### config.mk
export PLATFORM = sky130hd
export DESIGN_NAME = sprite_rom_arbiter_flat
export DESIGN_NICKNAME = d
export VERILOG_FILES = /design/src/rtl/sprite_rom_arbiter_if.sv /design/src/rtl/sprite_rom_arbiter.sv /design/src/flat_wrapper.sv
export SDC_FILE = /design/constraint.sdc
export NUM_CORES = 1
export LEC_CHECK = 0
export CORE_ASPECT_RATIO = 1.1
export CORE_MARGIN = 2
export CORE_UTILIZATION = 35
export CTS_CLUSTER_DIAMETER = 60
export DETAILED_ROUTE_END_ITERATION = 6
export GPL_TIMING_DRIVEN = 0
export PLACE_DENSITY = 0.79
export SYNTH_ARGS = -nofsm -noshare
export SYNTH_HDL_FRONTEND = slang
export SYNTH_SLANG_ARGS = --single-unit
### constraint.sdc
create_clock -name clk -period 4.9 [get_ports clk]
set_input_delay 1.225 -clock clk [delete_from_list [all_inputs] [get_ports clk]]
set_output_delay 1.225 -clock clk [all_outputs]
set_load 0.02 [all_outputs]
### src/rtl/sprite_rom_arbiter_if.sv
`default_nettype none
// +------------------------------------------------------------------+
// | sprite_rom_arbiter_if : requester, shared-ROM and return bus     |
// | Rev 1.0                                                          |
// +------------------------------------------------------------------+
interface sprite_rom_arbiter_if #(
  parameter int N_REQ  = 4,
  parameter int ADDR_W = 14,
  parameter int DATA_W = 12
);
  logic                    frame_start;
  logic [N_REQ-1:0]        req;
  logic [N_REQ*ADDR_W-1:0] addr_in;
  logic [N_REQ-1:0]        gnt;
  logic                    rom_en;
  logic [ADDR_W-1:0]       rom_addr;
  logic [DATA_W-1:0]       rom_data;
  logic [DATA_W-1:0]       rd_data;
  logic [N_REQ-1:0]        rd_valid;

  // Sprite units plus ROM, as seen from outside the arbiter
  modport master (
    output frame_start, req, addr_in, rom_data,
    input  gnt, rom_en, rom_addr, rd_data, rd_valid
  );

  modport slave (
    input  frame_start, req, addr_in, rom_data,
    output gnt, rom_en, rom_addr, rd_data, rd_valid
  );
endinterface
`default_nettype wire

### src/rtl/sprite_rom_arbiter.sv
`default_nettype none
// +------------------------------------------------------------------+
// | sprite_rom_arbiter : round-robin share of one sync sprite ROM    |
// | Rev 1.0                                                          |
// +------------------------------------------------------------------+
module sprite_rom_arbiter #(
  parameter int N_REQ   = 4,
  parameter int ADDR_W  = 14,
  parameter int DATA_W  = 12,
  parameter int ROM_LAT = 1
) (
  input  logic                 clk,
  input  logic                 reset_n,
  sprite_rom_arbiter_if.slave  bus
);

  localparam int PTR_W = (N_REQ > 1) ? $clog2(N_REQ) : 1;

  logic [PTR_W-1:0]  ptr_q, ptr_d;
  logic [PTR_W-1:0]  start;
  logic [PTR_W-1:0]  idx;
  logic [PTR_W-1:0]  win;
  logic              found;
  logic [N_REQ-1:0]  gnt;
  logic [ADDR_W-1:0] win_addr;

  logic              rom_en_q;
  logic [ADDR_W-1:0] rom_addr_q;
  logic [N_REQ-1:0]  tag_q [ROM_LAT+1];
  logic [DATA_W-1:0] rd_data_q;
  logic [N_REQ-1:0]  rd_valid_q;

  always_comb begin
    gnt      = '0;
    found    = 1'b0;
    idx      = '0;
    win      = '0;
    win_addr = '0;
    ptr_d    = ptr_q;
    // frame_start restarts the search at requester 0 for repeatable fetch order
    start    = bus.frame_start ? '0 : ptr_q;

    for (int k = 0; k < N_REQ; k++) begin
      idx = PTR_W'((int'(start) + k) % N_REQ);
      if (!found && bus.req[idx]) begin
        found = 1'b1;
        win   = idx;
      end
    end

    if (!reset_n) begin
      found = 1'b0;
    end

    if (found) begin
      gnt[win] = 1'b1;
    end

    for (int k = 0; k < N_REQ; k++) begin
      if (win == PTR_W'(k)) begin
        win_addr = bus.addr_in[k*ADDR_W +: ADDR_W];
      end
    end

    if (found) begin
      ptr_d = (int'(win) == N_REQ - 1) ? '0 : win + PTR_W'(1);
    end else if (bus.frame_start) begin
      ptr_d = '0;
    end
  end

  always_ff @(posedge clk) begin
    if (!reset_n) begin
      ptr_q      <= '0;
      rom_en_q   <= 1'b0;
      rom_addr_q <= '0;
      rd_data_q  <= '0;
      rd_valid_q <= '0;
      for (int s = 0; s <= ROM_LAT; s++) begin
        tag_q[s] <= '0;
      end
    end else begin
      ptr_q    <= ptr_d;
      rom_en_q <= found;
      if (found) begin
        rom_addr_q <= win_addr;
      end

      // Tag stage ROM_LAT lines up with the cycle rom_data is valid
      tag_q[0] <= gnt;
      for (int s = 1; s <= ROM_LAT; s++) begin
        tag_q[s] <= tag_q[s-1];
      end

      rd_valid_q <= tag_q[ROM_LAT];
      if (|tag_q[ROM_LAT]) begin
        rd_data_q <= bus.rom_data;
      end
    end
  end

  assign bus.gnt      = gnt;
  assign bus.rom_en   = rom_en_q;
  assign bus.rom_addr = rom_addr_q;
  assign bus.rd_data  = rd_data_q;
  assign bus.rd_valid = rd_valid_q;

endmodule
`default_nettype wire

### src/flat_wrapper.sv
// flat-port wrapper written by rule: the top's interface ports become plain ports
module sprite_rom_arbiter_flat 
#(
  parameter int N_REQ   = 4,
  parameter int ADDR_W  = 14,
  parameter int DATA_W  = 12,
  parameter int ROM_LAT = 1
)
  (clk, reset_n, bus_frame_start, bus_req, bus_addr_in, bus_rom_data, bus_gnt, bus_rom_en, bus_rom_addr, bus_rd_data, bus_rd_valid);
  sprite_rom_arbiter_if #(.N_REQ(N_REQ), .ADDR_W(ADDR_W), .DATA_W(DATA_W)) bus_i ();
  input  logic clk;
  input  logic reset_n;
  input wire logic [$bits(bus_i.frame_start)-1:0] bus_frame_start;
  input wire logic [$bits(bus_i.req)-1:0] bus_req;
  input wire logic [$bits(bus_i.addr_in)-1:0] bus_addr_in;
  input wire logic [$bits(bus_i.rom_data)-1:0] bus_rom_data;
  output wire logic [$bits(bus_i.gnt)-1:0] bus_gnt;
  output wire logic [$bits(bus_i.rom_en)-1:0] bus_rom_en;
  output wire logic [$bits(bus_i.rom_addr)-1:0] bus_rom_addr;
  output wire logic [$bits(bus_i.rd_data)-1:0] bus_rd_data;
  output wire logic [$bits(bus_i.rd_valid)-1:0] bus_rd_valid;
  assign bus_i.frame_start = bus_frame_start;
  assign bus_i.req = bus_req;
  assign bus_i.addr_in = bus_addr_in;
  assign bus_i.rom_data = bus_rom_data;
  assign bus_gnt = bus_i.gnt;
  assign bus_rom_en = bus_i.rom_en;
  assign bus_rom_addr = bus_i.rom_addr;
  assign bus_rd_data = bus_i.rd_data;
  assign bus_rd_valid = bus_i.rd_valid;
  sprite_rom_arbiter #(.N_REQ(N_REQ), .ADDR_W(ADDR_W), .DATA_W(DATA_W), .ROM_LAT(ROM_LAT)) u_core (.clk(clk), .reset_n(reset_n), .bus(bus_i));
endmodule
== Yosys cells after proc, flatten, opt, wreduce, memory -nomap -nowiden ==
Memory sizes are Yosys's and may differ from the RTL's.
Index checks and enable logic that the tools add are counted.

* $add $sub $neg: 4
* $mul: 0
* Divide/modulo/power cells: 0
* $lt $le $gt $ge: 6
* Equality and inequality tests: 4
* Shifts and indexed selects: 0
* Muxes and demuxes: 31
* Bitwise gates (word level): 2
* Reduce and logical (&&, ||, !) cells: 9

{| class="wikitable"
|+ Operator list
! kind !! count
|-
| $mux 14 || 4
|-
| $lt 2x3->1 const B || 5
|-
| $mux 2 || 7
|-
| $mux 1 || 12
|-
| $mux 4 || 3
|-
| $bmux 1 s2 || 4
|-
| $add 2x1->2 const B || 2
|-
| $add 2x2->2 const B || 2
|-
| $eq 2x1->1 const B || 2
|-
| $eq 2x2->1 const B || 2
|-
| $logic_and 1x1->1 || 4
|-
| $reduce_or 4->1 || 1
|-
| $logic_not 1->1 || 3
|-
| $demux 1 s2 || 1
|-
| $ge 2x1->1 const B || 1
|-
| $logic_not 2->1 || 1
|-
| $or 1x1->1 || 2
|}

* Register bits after elaboration: 33
* Bits in latches: 0
* Bits in writable memories: 8
* Bits in read-only memories: 0
* Bits of input ports: 75
* Output and inout bits: 35
* Word-level logic and storage cells: 62
* Memories: 1

{| class="wikitable"
|+ Memory list
! memory !! depth !! bits a word !! read ports !! clocked after Yosys merged registers in !! wr ports !! line !! source
|-
| u_core.tag_q || 2 || 4 || 2 || 0 || 2 || sprite_rom_arbiter.sv:29 || <nowiki>logic [N_REQ-1:0] tag_q [ROM_LAT+1];</nowiki>
|}

== Depth between registers and ports, before layout ==
Gate-level depths: netlist of the first run.

* Word-level depth: 19
* Depth in mapped cells: 13
* Mapped depth without buffers: 9

== Worst setup path before layout of the first run ==
No wires, ideal clock.

* Kind: in2out
* Start point: in bus_req[1]
* End point: out bus_gnt[0]
* Arrival: 3.354 ns
* Data required time: 3.675 ns
* Setup slack: 0.321 ns
* Stages: 9
* Buffers on the path: 3
* Path through: nor4bb_1 a211o_1 a2111oi_4 buf_6 or2_1 ha_1 clkbuf_1 clkbuf_1 and3b_1

* Longest elaborated chain between the ends: 17
* Elaborated cells between the ends (all ways): 29
* Classes of those cells: order compare: 2; mux: 20; reduce/logical: 7

{| class="wikitable"
|+ Ends and longest elaborated chain
! element !! line !! source
|-
| from (decl) || flat_wrapper.sv:14 || <nowiki>input wire logic [$bits(bus_i.req)-1:0] bus_req;</nowiki>
|-
| $bmux 1 s2 || sprite_rom_arbiter.sv:45 || <nowiki>if (!found && bus.req[idx]) begin</nowiki>
|-
| $mux 1 (implied by the code) || sprite_rom_arbiter.sv:45 ||
|-
| $mux 1 || sprite_rom_arbiter.sv:45 ||
|-
| $logic_not 1->1 || sprite_rom_arbiter.sv:45 ||
|-
| $logic_and 1x1->1 || sprite_rom_arbiter.sv:45 ||
|-
| $mux 1 || sprite_rom_arbiter.sv:45 ||
|-
| $logic_not 1->1 || sprite_rom_arbiter.sv:45 ||
|-
| $logic_and 1x1->1 || sprite_rom_arbiter.sv:45 ||
|-
| $mux 1 || sprite_rom_arbiter.sv:45 ||
|-
| $logic_not 1->1 || sprite_rom_arbiter.sv:45 ||
|-
| $logic_and 1x1->1 || sprite_rom_arbiter.sv:45 ||
|-
| $mux 2 || sprite_rom_arbiter.sv:45 ||
|-
| $lt 2x3->1 (implied by the code) or $ge 2x1->1 (tied branches) || sprite_rom_arbiter.sv:56 || <nowiki>gnt[win] = 1'b1;</nowiki>
|-
| $logic_and 1x1->1 (implied by the code) || sprite_rom_arbiter.sv:56 ||
|-
| $mux 1 (implied by the code) || sprite_rom_arbiter.sv:56 ||
|-
| $demux 1 s2 || - ||
|-
| $mux 4 * || sprite_rom_arbiter.sv:55 || <nowiki>if (found) begin</nowiki>
|-
| to (decl) || flat_wrapper.sv:17 || <nowiki>output wire logic [$bits(bus_i.gnt)-1:0] bus_gnt;</nowiki>
|}

Mark *: on every way between the ends. The rest lies on a longest branch, timed or not. The select of a mux whose other input is x is not followed.

== Worst setup path in the final report of the first run ==
* Start point: in bus_req[1]
* End point: out bus_gnt[3]

The elaborated chain is that of the path after synthesis.

==> results of run 1 <==
-- worst min-delay path by stage --
stage / startpoint / endpoint / slack (ns) / depth (start not counted)
final: u_core.tag_q[0][2] / u_core.tag_q[0][6] / 0.44 / 1
after global routing: u_core.tag_q[0][0] / u_core.tag_q[0][4] / 0.46 / 1
after CTS: u_core.tag_q[0][2] / u_core.tag_q[0][6] / 0.44 / 1
after detailed placement: u_core.tag_q[0][2] / u_core.tag_q[0][6] / 0.42 / 1
after global placement: u_core.tag_q[0][2] / u_core.tag_q[0][6] / 0.42 / 1
after floorplan: u_core.tag_q[0][0] / u_core.tag_q[0][4] / 0.41 / 1
-- registers in the layout, summed over array words and instances (netlist names) --
register / cells
u_core.bus.rd_data: 12
u_core.bus.rd_valid: 4
u_core.bus.rom_addr: 14
u_core.bus.rom_en: 1
u_core.ptr_q: 2
u_core.tag_q: 8
-- cells in the final DEF, fill, tap and decap left out, types with 4 or more instances in the layout --
cell type / synthesis / routed
and2_1: 23 / 23
clkbuf_8: 0 / 6
nor2b_1: 6 / 5
buf_4: 0 / 5
ha_4: 0 / 4
nand3b_1: 16 / 16
and3b_1: 6 / 6
a21boi_0: 12 / 12
clkbuf_1: 19 / 14
o21ai_0: 16 / 16
clkdlybuf4s50_1: 0 / 99
a221oi_1: 14 / 14
dfxtp_1: 41 / 41
a21oi_1: 15 / 15
nand2_1: 39 / 39
inv_1: 15 / 15
mux2i_1: 17 / 17
-- metrics by stage --
stage	power [W]	setup slack, ns
final	0.00119	0.197
after floorplan	0.000675	0.321
after global routing	0.00126	0.0974
after global placement	0.000875	-1.18
after CTS	0.00120	0.00775
after detailed placement	0.000886	-1.25
-- power by group through the flow --
stage / sequential, W / clock, W / combinational, W
2_1_floorplan: 0.000456 / 0 / 0.000219
3_3_place_gp: 0.000409 / 0 / 0.000466
3_5_place_dp: 0.000411 / 0 / 0.000475
4_1_cts: 0.000404 / 0.000293 / 0.000503
5_1_grt: 0.000408 / 0.000308 / 0.000546
6_report: 0.000403 / 0.000284 / 0.000503
-- metal layers --
metal	track usage, %	up-vias	share of wire (%)
li1	-	1191	-
met3	4.18	11	6.8
met4	6.47	0	1.7
met1	23.1	1098	42
met5	0	-	0
met2	36.4	98	50
-- kinds of logic (layout without fill, tap and decap cells) --
logic type / count (synthesis) / in the layout / synth area share, %
buffers and inverters: 38 / 154 / 6.99
DFF: 41 / 41 / 35.8
muxes: 17 / 17 / 7.43
and+or+nand+nor: 106 / 106 / 26.5
adders and majority gates: 4 / 4 / 2.19
AOI/OAI and AO/OA: 69 / 69 / 21.0
-- cell type report --
type	instances	area [µm²]	share of cell area, %
plain buffers	18	85.1	2.30
clock buffers	6	82.6	2.23
clock inverters	2	37.5	1.02
inverters	15	56.3	1.52
multi-input cells	196	1400	37.7
flip-flops and latches	41	821	22.2
well taps	80	100	2.71
repair buffers	113	1120	30.3
-- repair_timing --
action / CTS / global route
gates resized for setup: 26 / 7
pin swaps: 3 / 1
setup endpoints to repair: 4 / 4
setup buffers: 5 / 0
cloned: 0 / 0
==> results.md, run 1 <==
- Status: finished, final reports clean
- Non-Filler Instances: 471
- Final nets: 469
- Gr ovfl total: 0
- P_int: 0.000795 W
- TritonCTS clock tree: built
- Critical path peak fanout: 10
- PwrDens: 322 nW/µm²
- Synthesis-to-finish area growth: 61.5%
- Final instance area: 3700 µm²
- CP startpoint: bus_req[1]
- Post-Syn Area: 2290 µm²
- CTS Buf Count: 5
- Top delay family on crit path: buffers and inverters
- Final setup fails: 0
- Leak pwr: 1.41 nW
- Via-to-Cell Ratio: 5.09
- Gr usage total: 19.9%
- Distinct cells, synth: 37
- # fillers: around 570
- Final hold vios: 0
- WP depth: 10
- Drt wl/cell: around 15 µm
- Clock slew at reported path FFs: about 0.08 ns
- Worst R2R Start: u_core.ptr_q[0]
- Hpwl dp: 5270 µm
- CP Data Required Time: around 3.7 ns
- 1st-pass router iterations: 4
- Most common cell in the netlist: dfxtp_1
- Number of global-route vias before repair: 2303
- Largest area contributor in the netlist: dfxtp_1
- Worst slew pin tran: 0.544 ns
- Critical path capture point type: primary output
- Hold Crit Class: reg2reg
- Worst ir drop on vdd: approximately 0.15 mV
- Number of DRC markers in iteration 0: slightly above 60
- Clk_skew: between 0.005 and 0.006 ns
- RSZ-0062 raised after global routing: false
- Area contributors post-synth: dfxtp_1 36%, mux2i_1 7.4%, nand2_1 6.4%, and2_1 6.3%, a221oi_1 5.4%
- Core Util, Final: 59.0%
- Overall routed net length: 7170 µm
- Initial antenna violation count: 0
- Synth Instances: 275
- Die H: a little under 90 µm
- Critical Path End: bus_gnt[3]
- RePlAce Congestion: about 0.76
- Sw frac: between 30 and 40%
- Fin Setup TNS: 0 ns
- Core Box Area: 6270 µm²
- Synth cell count leaders: 41 x dfxtp_1, 39 x nand2_1, 23 x and2_1
- Hold-fix buffers, CTS: 0
- Share of cells above drive strength 1: 9.21%
- Fin crit share: a little over nine tenths
- Tmin final: 4.70 ns
- Initial core utilization: 36.5%
- Placement-stage cell area: 3470 µm²
- YS warnings: 0
- Worst slew margin: 63.7%
- Largest net degree at the start of global routing: 14
- IO Pins: 110
- First-pass GRT wire length: 11000 µm
- Post-synth ARST share: 0%
- Yosys reg bits: between 40 and 50
- Die ar.: approximately 7200 µm²
- Port Buf Inserts: approximately 110
- Routed Antenna Nets: 0
- Most used cell, CP: dlygate4sd2_1
- Post-Syn Nets: 354
- Critical Path AT: around 3.5 ns
- Main synth FF type: dfxtp_1
- Via count: 2398
- Worst-path cell chain: dlygate4sd2_1, nor4bb_4, a211o_1, a2111oi_4, buf_4, buf_6, nor2_2, ha_4, and3b_1, dlygate4sd2_1
- Clock buffer depth: 2
- Max Slew Vio Count: 0
- Sequential power share: 33.9%
- Fmax: 213 MHz
- Sink Count: between 40 and 50
- Die Wd: 81.1 µm
- Number of flops mapped to enable cells by yosys: 0
- CP Launch Type: input port
- WS Path Type: in2out
- DRC: 0
- Slowest stage cell, crit path: a211o_1
- Flop2flop setup slack: around 1.5 ns
- Max-cap violations: 0
- Ant diodes: 0
- Syn avg cell area: 8.33 µm²
- P_sw: approximately 0.00040 W
- Root Driver: clkbuf_8
- Clock power share: a little under a quarter
- FP Rows: 30
- Area share of the largest cell type after synthesis: 35.8%
- Max H-tree Level: 2
- Reg2reg path depth: 14
- Sequential area share after synthesis: 35.8%
- Logic pwr share: 42.3%
- Hold Slack: 0.443 ns
- Crit-path max cell delay: 0.33 ns
- Dpl cells: 463
- CP bufs+invs: 4
- Worst skew pair latency: between 0.2 and 0.3 ns
- Crit Reg-Reg Endpoint: u_core.bus.rom_addr[1]
Note: power is estimated with default switching activity, not from simulation.
==> run 2: changes to the inputs <==
Settings changed: SLEW_MARGIN from default to 10, TNS_END_PERCENT from default to 5.
Clock period 4.9 ns to 4.35 ns, I/O delays scaled along.
==> run 2 against run 1 <==
  * Count of clock-buffer cells in the layout stayed put
  * Largest cell class unchanged
  * Critical path type unchanged
  * Critical path depth grew 1
  * Highest routed layer unchanged
  * Global-route usage rose by 0.30 points
==> results.md, run 2 (same netlist as run 1, synthesis figures left out) <==
- Number of DRC markers in iteration 0: 78 (+26%)
- Initial core utilization: 36.5% (unchanged)
- Worst R2R Start: u_core.ptr_q[0]
- # fillers: 574 (unchanged)
- Final instance area: 3740 µm² (+1.2%)
- Total Power: 0.00135 W (+14%)
- Most common cell after layout, fill and taps aside: clkdlybuf4s50_1
- First-pass GRT wire length: 11100 µm (+1.3%)
- P_sw: 0.000448 W (+13%)
- Final setup fails: 0 (unchanged)
- Overall routed net length: 7190 µm (+0.24%)
- Port Buf Inserts: 108 (unchanged)
- Die H: 88.8 µm (unchanged)
- Max H-tree Level: 2 (unchanged)
- Worst hold endpoint: u_core.tag_q[0][6]
- Via count: 2427 (+1.2%)
- Hold Path Origin: u_core.tag_q[0][2]
- Clk_skew: 0.00703 ns (+0.00109 ns)
- Sink Count: 41 (unchanged)
- Leak pwr: 1.42 nW (+0.68%)
- Non-Filler Instances: 477 (+1.3%)
- Clock buffer depth: 2 (unchanged)
- Reg2reg path depth: 12 (-2)
- Tmin final: around 4.3 ns
- CP Launch Type: input port
- Hold Crit Class: reg2reg
- Sw frac: 33.1% (-0.12 points)
- Worst slew margin: 63.6% (-0.19 points)
- Fmax: 235 MHz
- Logic pwr share: 42.7% (+0.4 points)
- CTS Buf Count: 5 (unchanged)
- IO Pins: 110 (unchanged)
- TritonCTS clock tree: built
- Placement-stage cell area: 3470 µm² (unchanged)
- Max Slew Vio Count: 0 (unchanged)
- Clock power share: 23.7% (-0.2 points)
- Hold Path Cell Cnt: 1 (unchanged)
- Critical path peak fanout: 10 (unchanged)
- Fin Setup TNS: 0 ns (unchanged)
- Gr ovfl total: 0 (unchanged)
- Drt wl/cell: 15.1 µm (-1.0%)
- Hpwl dp: 5270 µm (unchanged)
- Via-to-Cell Ratio: 5.09 (about the same)
- Clock slew at reported path FFs: 0.08 ns (about the same)
- Flop2flop setup slack: 1.25 ns (-0.22 ns)
- Worst skew pair latency: 0.29 ns (about the same)
- Number of global-route vias before repair: 2312 (+0.39%)
- Synthesis-to-finish area growth: 63.4%
- Core Box Area: 6270 µm² (unchanged)
- Die Wd: 81.1 µm (unchanged)
- 1st-pass router iterations: 5 (+1)
- Crit Reg-Reg Endpoint: u_core.bus.rom_addr[0]
- Sequential power share: 33.5% (-0.4 points)
- Worst slew pin tran: 0.547 ns (+0.00282 ns)
- PwrDens: 362 nW/µm² (+12%)
- Max-cap violations: 0 (unchanged)
- WS Path Type: in2out
- Hold-fix buffers, CTS: 0 (unchanged)
- Status: finished, final reports clean
- Ant diodes: 0 (unchanged)
- Fin crit share: 98.0%
- Critical Path AT: 3.17 ns (-0.31 ns)
- RePlAce Congestion: 0.757 (unchanged)
- CP Data Required Time: 3.26 ns (-0.41 ns)
- P_int: 0.000906 W (+14%)
- Root Driver: clkbuf_8
- Initial antenna violation count: 0 (unchanged)
- Worst ir drop on vdd: 0.171 mV (+12%)
- Critical path capture point type: primary output
- RSZ-0062 raised after global routing: false
- FP Rows: 30 (unchanged)
- Gr usage total: 20.2% (+0.30 points)
- Share of cells above drive strength 1: 12.6% (+3.4 points)
- Max FFs per register: 14 (unchanged)
- Final nets: 475 (+1.3%)
- Dpl cells: 463 (unchanged)
- Largest net degree at the start of global routing: 14 (unchanged)
- Routed Antenna Nets: 0 (unchanged)
- Die ar.: 7210 µm² (unchanged)
- DRC: 0 (unchanged)
- Most frequent cells in the layout: 99 x clkdlybuf4s50_1, 41 x dfxtp_1, 39 x nand2_1
- Final hold vios: 0 (unchanged)
## run 2: repair_timing
item,4_1_cts,5_1_grt
resized for setup,48,12
buffers inserted,4,6
pin swaps,3,3
setup endpoints to repair,11,4
## run 2: final cells by class
cell class | instances | area (µm²) | share of cell area [%]
timing repair buffer | 118 | 1130 | 30.1
clock inverter | 2 | 37.5 | 1.00
tap | 80 | 100 | 2.67
sequential | 41 | 821 | 21.9
buffer | 19 | 108 | 2.88
inverter | 15 | 56.3 | 1.50
multi-input combinational | 196 | 1410 | 37.7
clock buffer | 6 | 82.6 | 2.21
## run 2: power by group through the flow
stage | clock network, W | logic, W | registers [W]
after global routing | 0.000348 | 0.000628 | 0.000460
after floorplan | 0 | 0.000247 | 0.000514
after CTS | 0.000330 | 0.000570 | 0.000455
after global placement | 0 | 0.000525 | 0.000461
after detailed placement | 0 | 0.000535 | 0.000463
final | 0.000321 | 0.000579 | 0.000454
## run 2: worst max-delay path: stages
cell and delay (ns):
buf_2 0.14, nor4bb_4 0.17, a211o_1 0.34, a2111oi_4 0.35
buf_4 0.20, buf_12 0.10, nor2_2 0.05, ha_2 0.22
clkbuf_8 0.17, and3b_1 0.18, buf_2 0.16
## run 2: how the worst max path moves through the flow
stage,startpoint,to,slack [ns],depth (start not counted)
floorplan,bus_req[1],bus_gnt[0],0.05,9
global placement,bus_frame_start,bus_gnt[0],-1.46,11
detailed placement,bus_frame_start,bus_gnt[0],-1.53,11
CTS,bus_req[0],bus_gnt[0],0.04,10
global route,bus_req[1],bus_gnt[1],0.006,11
finish,bus_req[1],bus_gnt[1],0.09,11
## run 2: per-layer routing
| layer | global-route usage (%) | part of all wire [%] | wire length, µm | up-vias |
|---|---|---|---|---|
| met1 | 23.5 | 41 | 2970 | 1114 |
| met3 | 4.29 | 7.5 | 540 | 11 |
| met4 | 6.63 | 1.7 | 122 | 0 |
| li1 | - | - | - | 1201 |
| met2 | 36.8 | 49 | 3550 | 101 |
| met5 | 0 | 0 | 0 | - |
## run 2: through the flow
step                worst slack, ns  utilization (%)  hold slack, ns
floorplan                    0.0463                -           0.412
global placement              -1.46             55.4           0.418
detailed placement            -1.53             55.4           0.421
CTS                          0.0372             59.2           0.442
global route                0.00597             59.7           0.462
finish                       0.0880             59.7           0.445
